[src/rtl/keccak_pkg.sv]
// Shared types and widths for the keccak byte packer: the control-state encoding
// and the core-facing word and byte-count widths.
package keccak_pkg;

  localparam int WORD_W     = 64;
  localparam int BYTE_NUM_W = 3;

  typedef enum logic [2:0] {
    IDLE,
    CLR,
    FILL,
    EMPTY,
    WAIT
  } state_t;

endpackage

[src/rtl/keccak_byte_packer_if.sv]
// Byte-stream input and keccak-core word output of the packer, grouped as one bundle.
// The slave modport is the packer's view; the master modport is the environment's view.
interface keccak_byte_packer_if;
  import keccak_pkg::*;

  logic [7:0]            s_data;
  logic                  s_valid;
  logic                  s_last;
  logic                  s_ready;

  logic                  core_clr;
  logic [WORD_W-1:0]     word;
  logic                  word_valid;
  logic                  word_last;
  logic [BYTE_NUM_W-1:0] word_bytes;
  logic                  buffer_full;
  logic                  hash_done;

  modport slave (
    input  s_data, s_valid, s_last, buffer_full, hash_done,
    output s_ready, core_clr, word, word_valid, word_last, word_bytes
  );

  modport master (
    output s_data, s_valid, s_last, buffer_full, hash_done,
    input  s_ready, core_clr, word, word_valid, word_last, word_bytes
  );

endinterface

[src/rtl/keccak_byte_packer.sv]
// Packs a byte stream MSB-first into 64-bit words for a keccak core, clearing the
// core before each message and appending a zero-length final word when needed.
module keccak_byte_packer #(
  parameter int WORD_W = 64
) (
  input logic                  clk,
  input logic                  reset,
  keccak_byte_packer_if.slave  bus
);
  import keccak_pkg::*;

  state_t            state;
  state_t            state_nxt;
  logic [2:0]        count;
  logic [WORD_W-1:0] pack;
  logic [WORD_W-1:0] pack_ins;
  logic              out_free;
  logic              consume;
  logic              accept;
  logic              load_empty;

  // The output register can take a new word if it is empty or drains on this edge.
  assign out_free = !bus.word_valid || !bus.buffer_full;
  assign consume  = bus.word_valid && !bus.buffer_full;

  // NOTE: every signal written in an always_comb gets a default first, so no path
  // through the block leaves it unassigned and no latch is inferred.
  always_comb begin
    pack_ins = pack;
    pack_ins[WORD_W - 1 - 8 * int'(count) -: 8] = bus.s_data;
  end

  always_comb begin
    state_nxt    = state;
    bus.s_ready  = 1'b0;
    bus.core_clr = 1'b0;
    accept       = 1'b0;
    load_empty   = 1'b0;
    unique case (state)
      IDLE: if (bus.s_valid) state_nxt = CLR;
      CLR: begin
        bus.core_clr = 1'b1;
        state_nxt    = FILL;
      end
      FILL: begin
        bus.s_ready = out_free;
        accept      = out_free && bus.s_valid;
        if (accept && bus.s_last) state_nxt = (count == 3'd7) ? EMPTY : WAIT;
      end
      EMPTY: begin
        if (out_free) begin
          load_empty = 1'b1;
          state_nxt  = WAIT;
        end
      end
      WAIT: if (!bus.word_valid && bus.hash_done) state_nxt = IDLE;
      default: state_nxt = IDLE;
    endcase
  end

  // NOTE: sequential state uses non-blocking assignments so every register samples
  // the pre-edge values of the others, independent of process ordering.
  always_ff @(posedge clk or posedge reset) begin
    if (reset) state <= IDLE;
    else       state <= state_nxt;
  end

  always_ff @(posedge clk or posedge reset) begin
    if (reset) begin
      count          <= '0;
      pack           <= '0;
      bus.word       <= '0;
      bus.word_valid <= 1'b0;
      bus.word_last  <= 1'b0;
      bus.word_bytes <= '0;
    end else begin
      if (consume) bus.word_valid <= 1'b0;
      if (accept) begin
        if (count == 3'd7 || bus.s_last) begin
          // A last byte that fills the word is sent as a full word; the zero-length
          // terminator follows from EMPTY.
          bus.word       <= pack_ins;
          bus.word_valid <= 1'b1;
          bus.word_last  <= bus.s_last && (count != 3'd7);
          bus.word_bytes <= (bus.s_last && (count != 3'd7)) ? count + 3'd1 : 3'd0;
          pack           <= '0;
          count          <= '0;
        end else begin
          pack  <= pack_ins;
          count <= count + 3'd1;
        end
      end else if (load_empty) begin
        bus.word       <= '0;
        bus.word_valid <= 1'b1;
        bus.word_last  <= 1'b1;
        bus.word_bytes <= '0;
      end
    end
  end

endmodule

[src/flat_wrapper.sv]
// flat-port wrapper written by rule: the top's interface ports become plain ports
module keccak_byte_packer_flat import keccak_pkg::*;
#(
  parameter int WORD_W = 64
)
  (clk, reset, bus_s_data, bus_s_valid, bus_s_last, bus_buffer_full, bus_hash_done, bus_s_ready, bus_core_clr, bus_word, bus_word_valid, bus_word_last, bus_word_bytes);
  keccak_byte_packer_if bus_i ();
  input logic clk;
  input logic reset;
  input wire logic [$bits(bus_i.s_data)-1:0] bus_s_data;
  input wire logic [$bits(bus_i.s_valid)-1:0] bus_s_valid;
  input wire logic [$bits(bus_i.s_last)-1:0] bus_s_last;
  input wire logic [$bits(bus_i.buffer_full)-1:0] bus_buffer_full;
  input wire logic [$bits(bus_i.hash_done)-1:0] bus_hash_done;
  output wire logic [$bits(bus_i.s_ready)-1:0] bus_s_ready;
  output wire logic [$bits(bus_i.core_clr)-1:0] bus_core_clr;
  output wire logic [$bits(bus_i.word)-1:0] bus_word;
  output wire logic [$bits(bus_i.word_valid)-1:0] bus_word_valid;
  output wire logic [$bits(bus_i.word_last)-1:0] bus_word_last;
  output wire logic [$bits(bus_i.word_bytes)-1:0] bus_word_bytes;
  assign bus_i.s_data = bus_s_data;
  assign bus_i.s_valid = bus_s_valid;
  assign bus_i.s_last = bus_s_last;
  assign bus_i.buffer_full = bus_buffer_full;
  assign bus_i.hash_done = bus_hash_done;
  assign bus_s_ready = bus_i.s_ready;
  assign bus_core_clr = bus_i.core_clr;
  assign bus_word = bus_i.word;
  assign bus_word_valid = bus_i.word_valid;
  assign bus_word_last = bus_i.word_last;
  assign bus_word_bytes = bus_i.word_bytes;
  keccak_byte_packer #(.WORD_W(WORD_W)) u_core (.clk(clk), .reset(reset), .bus(bus_i));
endmodule
[config.mk]
export PLATFORM = sky130hd
export DESIGN_NAME = keccak_byte_packer_flat
export DESIGN_NICKNAME = d
export VERILOG_FILES = /design/src/rtl/keccak_pkg.sv /design/src/rtl/keccak_byte_packer_if.sv /design/src/rtl/keccak_byte_packer.sv /design/src/flat_wrapper.sv
export SDC_FILE = /design/constraint.sdc
export NUM_CORES = 1
export LEC_CHECK = 0
export BUFFER_PORTS_ARGS = -buffer_cell sky130_fd_sc_hd__buf_2
export CORE_ASPECT_RATIO = 0.7
export CORE_MARGIN = 4
export CORE_UTILIZATION = 60
export CTS_CLUSTER_DIAMETER = 30
export DETAILED_ROUTE_END_ITERATION = 7
export HOLD_SLACK_MARGIN = 0.1
export PLACE_DENSITY = 0.81
export RECOVER_POWER = 25
export SLEW_MARGIN = 25
export SYNTH_ARGS = -nofsm -noshare
export SYNTH_HDL_FRONTEND = slang
export SYNTH_SLANG_ARGS = --single-unit
[constraint.sdc]
create_clock -name clk -period 9.5 [get_ports clk]
set_input_delay 1.425 -clock clk [delete_from_list [all_inputs] [get_ports clk]]
set_output_delay 1.425 -clock clk [all_outputs]
set_load 0.03 [all_outputs]
==> summary.txt, run 1 <==
Place
  – Hpwl dp: 10.4 mm
  – RePlAce Congestion: 0.815
  – # port buffers: 84
  – Placed Area: 0.00723 mm2

Yosys
  – Syn Inst Count: 614
  – Seq/Total Area, Yosys: 50.8%
  – Warnings from Yosys: 0
  – Avg Synthesized Cell Area: 11.2 um2
  – Top cells by count, synth: 139 x dfrtp_1, 74 x o2bb2ai_1, 58 x nand3_1, 58 x o21ai_0
  – Yosys cell types: 35
  – Most frequently used flop master after synthesis: dfrtp_1
  – Synth Area in Compound Gates: 24.8%
  – Mux contribution to synthesized area: 7.47%
  – Post-synth EDFFs: 0
  – Syn Std Cell Area: 0.00685 mm2
  – Adder-Cell Fraction of Synth Area: 1.28%
  – Async SR Flop Fraction: 100%
  – Count leader, synth: dfrtp_1
  – Synth Register Bits: between 100 and 150
  – Largest family of logic cells by synthesized area: compound AO/OA/AOI/OAI gates
  – Post-synthesis xor/xnor area fraction: 0%
  – Post-Synth Simple-Gate Area: 11.0%
  – Post-synthesis cell type with the largest combined area: dfrtp_1
  – Syn nets: between 600 and 700
  – Synth top area cells: dfrtp_1 51%, o2bb2ai_1 9.5%, mux2i_1 7.3%
  – Post-synth top area share: 50.8%

GRT
  – Gr ovfl total: 0
  – Initial antenna violation count: 0
  – First-pass GRT wire length: between 20 and 30 mm
  – Total track usage: 27.3%
  – Largest net degree at the start of global routing: 84
  – Vias in the first global route: 5399

Timing
  – RSZ-0062 raised after global routing: false
  – Fin crit period: 3.78 ns
  – Fmax: approximately 0.26 GHz
  – Worst rel slew slack: -66.3%
  – Clk_skew: 0.00434 ns
  – Worst slew pin tran: 2.48 ns
  – Final hold violation count: 0
  – Fin crit share: 39.8%
  – Final-report max-slew violation count: 58
  – Setup TNS: 0 ns
  – Final setup vio count: 0
  – Fin Hold WS: 0.481 ns

Worst setup path
  – CP cell instances: clkinv_2, nor3_1, buf_2
  – Required @ worst endpoint: 8.08 ns
  – Kind of critical path: flop to output pin
  – CP startpoint kind: flop
  – Slowest CP cell: clkinv_2
  – CP max stage delay: between 0.8 and 0.9 ns
  – Crit path max fanout: 63
  – Arrival time worst endpoint: 2.36 ns
  – CP Capture Type: output pin

Power
  – Leak: 3.23 nW
  – VDD IR max: 0.187 mV
  – PwrDens: 345 mW/mm2
  – Total power: between 2 and 3 mW

Clocking
  – Clk sink count: 139
  – Clk_lat worst skew: 0.42 ns
  – Postcts setup bufs: 0
  – H-tree levels: 4
  – Root Buffer: clkbuf_16
  – CTS Buffer Depth: 2
  – Cts hold-fix bufs: 0
  – Num CTS Buffers: 17
  – Worst-path clk slew: 0.06 ns
  – Post-CTS sizing: 0
  – CTS tree: done

Floorplanning
  – DIE WIDTH: around 140 um
  – Core area: 0.0111 mm2
  – # rows: 32
  – Initial core utilization: 61.7%
  – Die ar.: 0.0132 mm2
  – Die Ht: around 97 um
  – Boundary Pins: 85

Outcome
  – Status: complete, but fails checks
  – Violated checks: capacitance limit, slew limit

Layout
  – Share of cells above drive strength 1: a little under a fifth
  – Area Overhead vs Synth: 13.8%
  – # nets final: 679
  – Antenna Cells: 0
  – Final Cell Area: 0.00779 mm2

Run
  – MaxCap Viol Count: 1

Detailed routing
  – DRT Wirelength: 17.8 mm
  – Initial DRC Count: approximately 630
  – Routed vias/inst: 6.71
  – Residual DRC: 0
  – Avg WL per Cell: 21.6 um
  – First-pass DRT Iterations: 5
  – Vias post-DR: 5520
  – Antenna viol nets, final: 0

Worst hold path
  – HP Class: flop to flop
[critical path, delay by kind of cell (launching register included)]
kind                   cells  cell delay, ns
buffers and inverters      2            1.05
AND/OR/NAND/NOR            1            0.38
flip-flops                 1            0.51
[cell usage in the layout (no fill, tap or decap), types with 18 or more instances in the layout]
| master | n |
|---|---|
| dfrtp_1 | 139 |
| clkbuf_1 | 33 |
| buf_2 | 55 |
| o2bb2ai_1 | 74 |
| a31oi_1 | 18 |
| o211ai_2 | 25 |
| nor2b_1 | 21 |
| o211ai_1 | 31 |
| mux2i_1 | 50 |
| nand3_1 | 57 |
| o21ai_0 | 57 |
[metrics by stage]
| step | setup slack, ns | util, % | cells |
|---|---|---|---|
| after floorplan | 4.35 | - | 614 |
| after global placement | 5.89 | 65.2 | 792 |
| after detailed placement | 5.84 | 65.2 | 792 |
| after CTS | 5.93 | 70.5 | 823 |
| after global routing | 5.65 | 70.3 | 823 |
| final | 5.72 | 70.3 | 823 |
[area by class of cell]
| cell class | count | area, um2 |
|---|---|---|
| clock buffers | 23 | 468 |
| clock inverters | 8 | 118 |
| fillers | 804 | 3300 |
| inverters | 8 | 32.5 |
| multi-input cells | 403 | 3080 |
| flip-flops and latches | 139 | 3480 |
| well taps | 153 | 191 |
| repair buffers | 89 | 425 |
[per-layer routing]
| metal | wire length, um | share of wire (%) | GRT usage (%) |
|---|---|---|---|
| met1 | 8070 | 45 | 40.2 |
| met2 | 8150 | 46 | 40.5 |
| met3 | 1200 | 6.8 | 4.97 |
| met4 | 342 | 1.9 | 10.3 |
| met5 | 0 | 0 | 0 |
[path summary, 6_finish.rpt]
path	start	end	slack, ns	cells past startpoint
worst max-delay path	u_core.state[0]	bus_core_clr	5.72	3
worst max register to register	u_core.count[0]	u_core.bus.word[50]	6.54	5
min in group asynchronous	reset	u_core.pack[3]	1.68	2
max in group asynchronous	reset	u_core.bus.word[20]	6.21	3
worst min-delay path	u_core.bus.word[58]	u_core.bus.word[58]	0.48	1
worst min register to register	u_core.bus.word[58]	u_core.bus.word[58]	0.48	1
[flip-flops by register name, indices dropped and copies added, names as in the netlist]
| name | flops |
|---|---|
| u_core.bus.word_valid | 1 |
| u_core.bus.word_bytes | 3 |
| u_core.count | 3 |
| u_core.state | 3 |
| u_core.bus.word_last | 1 |
| u_core.bus.word | 64 |
| u_core.pack | 64 |
[power by group]
part	leakage (nW)	internal (mW)	switching [mW]
clock network	0.287	0.424	0.246
registers	1.71	0.762	0.154
logic	1.23	0.363	0.740
[logic make-up after synthesis]
kind of cell	Yosys count
fa+ha+maj	7
buf+inv	72
mux	51
simple gates	126
compound gates	219
flops	139
No activity file was read; power rests on OpenSTA's default activity.
==> run 2: changes to the inputs <==
Settings changed: CORE_UTILIZATION 60 to 53, PLACE_DENSITY 0.81 to 0.76.
Clock period 9.5 ns to 3.3 ns, I/O delays scaled along.
==> run 2 against run 1 <==
The run now ends clean. Die area rose by 12%. Worst setup slack got worse by 4.8 ns. Cell count rose by 1.7%. First-iteration DRC count fell by 28%. Register-to-register slack got worse by 5.6 ns. Global-route usage fell by 1.9 points. Total power rose to 2.9 times the previous value. Sequential power rose to 2.8 times the previous value. Sequential share of layout area fell by 0.44 points. Highest routed layer unchanged. Clock skew rose by 0.0013 ns.
==> summary.txt, run 2 (synthesized netlist as in run 1, its figures left out) <==
Layout
  – Top flop regs: u_core.bus.word (64), u_core.pack (64)
  – Most frequent cells in the layout: 139 x dfrtp_1, 84 x buf_2, 74 x o2bb2ai_1, 57 x nand3_1, 57 x o21ai_0
  – Final std cells w/o fill: 837 (+1.7%)
  – Most common cell after layout, fill and taps aside: dfrtp_1
  – Area Overhead vs Synth: 14.9%
  – Seq. cell area: 0.00348 mm2 (unchanged)
  – Layout filler cell count: 978 (+22%)
  – Multi-input gate area: 0.00307 mm2 (-0.28%)
  – Antenna Cells: 0 (unchanged)
  – Share of cells above drive strength 1: 22.8% (+4.8 points)
  – # nets final: 687 (+1.2%)

Worst setup path
  – Arrival time worst endpoint: 2.73 ns (+0.37 ns)
  – Required @ worst endpoint: 3.62 ns (-4.46 ns)
  – Timing startpoint of the critical path: u_core.state[1]
  – Worst r2r src: u_core.state[1]
  – Crit path max fanout: 51 (-19%)
  – CP startpoint kind: flop
  – CP Capture Type: flop
  – Kind of critical path: flop to flop

Clocking
  – Clk sink count: 139 (unchanged)
  – Postcts setup bufs: 0 (unchanged)
  – Cts hold-fix bufs: 0 (unchanged)
  – Root Buffer: clkbuf_16
  – Worst-path clk slew: 0.05 ns (about the same)
  – CTS Buffer Depth: 2 (unchanged)
  – Num CTS Buffers: 17 (unchanged)
  – Post-CTS sizing: 0 (unchanged)
  – H-tree levels: 4 (unchanged)
  – CTS tree: done
  – Clk_lat worst skew: 0.41 ns (about the same)

Power
  – Total power: 7.68 mW (+190%)
  – Leak: 3.34 nW (+3.4%)
  – PwrDens: 976 mW/mm2 (+180%)
  – VDD IR max: 0.480 mV (+160%)

Timing
  – Setup TNS: 0 ns (unchanged)
  – Final hold violation count: 0 (unchanged)
  – RSZ-0062 raised after global routing: false
  – Worst rel slew slack: 29.6% (+96 points)
  – Clk_skew: 0.00565 ns (+0.00130 ns)
  – Setup slack after layout: 0.891 ns (-4.83 ns)
  – Fin crit share: 73.0%
  – Fin Hold WS: 0.273 ns (-0.208 ns)
  – Worst slew pin tran: 1.05 ns (-1.43 ns)
  – Final setup vio count: 0 (unchanged)
  – Fmax: 0.415 GHz
  – Final-report max-slew violation count: 0 (-100%)
  – Fin crit period: about 2.4 ns

Detailed routing
  – First-pass DRT Iterations: 5 (unchanged)
  – DRT Wirelength: 18.1 mm (+1.8%)
  – Initial DRC Count: 454 (-28%)
  – Avg WL per Cell: 21.6 um (about the same)
  – Vias post-DR: 5422 (-1.8%)
  – Antenna viol nets, final: 0 (unchanged)
  – Routed vias/inst: 6.48 (-3.4%)
  – Residual DRC: 0 (unchanged)

GRT
  – Vias in the first global route: 5254 (-2.7%)
  – First-pass GRT wire length: 29.3 mm (+2.2%)
  – Initial antenna violation count: 0 (unchanged)
  – Total track usage: 25.4% (-1.9 points)
  – Largest net degree at the start of global routing: 74 (-12%)
  – Gr ovfl total: 0 (unchanged)

Place
  – RePlAce Congestion: 0.795 (-2.5%)
  – # port buffers: 84 (unchanged)
  – Post-Place Worst Slack: 0.946 ns (-4.89 ns)
  – Hpwl dp: 11.3 mm (+8.9%)
  – Cells after DPL: 809 (+2.1%)

Floorplanning
  – # rows: 34 (+6.3%)
  – Die ar.: 0.0148 mm2 (+12%)
  – Initial core utilization: 54.6% (-7.2 points)
  – Core area: 0.0125 mm2 (+13%)
  – Die Ht: 103 um (+5.9%)
  – Boundary Pins: 85 (unchanged)
  – DIE WIDTH: 144 um (+6.0%)

Run
  – MaxCap Viol Count: 0 (-1)

Worst hold path
  – HP Class: input pin to asynchronous set/reset pin

Outcome
  – Status: finished clean
-- run 2: cell types whose count changed in the layout (fill, tap and decap cells not counted), sizes merged --
cell / previous run / this run
inv: 6 / 7
bufinv: 3 / 1
clkinv: 5 / 1
clkinvlp: 2 / 1
buf: 60 / 97
clkbuf: 52 / 26
-- run 2: area by class of cell --
cell class                 count  area share (%)
clock inverter                 2           0.445
inverter                       8           0.398
clock buffer                  26            6.47
timing repair buffer          97            6.90
tap                          162            2.58
multi-input combinational    403            39.0
sequential                   139            44.2
-- run 2: critical path, cell delays in order (launching register included) --
cell and delay, ns:
dfrtp_1 0.45, nor2b_1 0.49, nand4_1 0.71, buf_12 0.45, o2bb2ai_1 0.20
-- run 2: worst paths after layout --
| kind | end | slack [ns] | cells after the start |
|---|---|---|---|
| worst max-delay path | u_core.pack[53] | 0.89 | 4 |
| worst min-delay path | u_core.state[0] | 0.27 | 2 |
| worst max register to register | u_core.pack[53] | 0.89 | 4 |
| worst min register to register | u_core.pack[37] | 0.48 | 1 |
| max in group asynchronous | u_core.pack[52] | 1.95 | 3 |
| min in group clk | u_core.state[2] | 0.42 | 4 |
-- run 2: metrics by stage --
stage / utilization, % / instance area, um2
floorplan: - / 6850
global placement: 58.4 / 7330
finish: 62.7 / 7870
global route: 62.7 / 7870
detailed placement: 58.4 / 7330
CTS: 62.7 / 7870
-- run 2: routing by layer --
layer / vias to the layer above / share of wire [%] / track usage (%)
li1: 2448 / - / -
met3: 12 / 8.5 / 6.86
met1: 2729 / 47 / 38.7
met2: 233 / 44 / 36.5
met4: 0 / 0.87 / 5.07
met5: - / 0 / 0
-- run 2: report_power, final --
group / switching (mW) / total, mW / internal, mW
sequential: 0.360 / 2.56 / 2.20
clock: 0.665 / 1.78 / 1.12
combinational: 2.22 / 3.34 / 1.12
total: 3.25 / 7.68 / 4.43
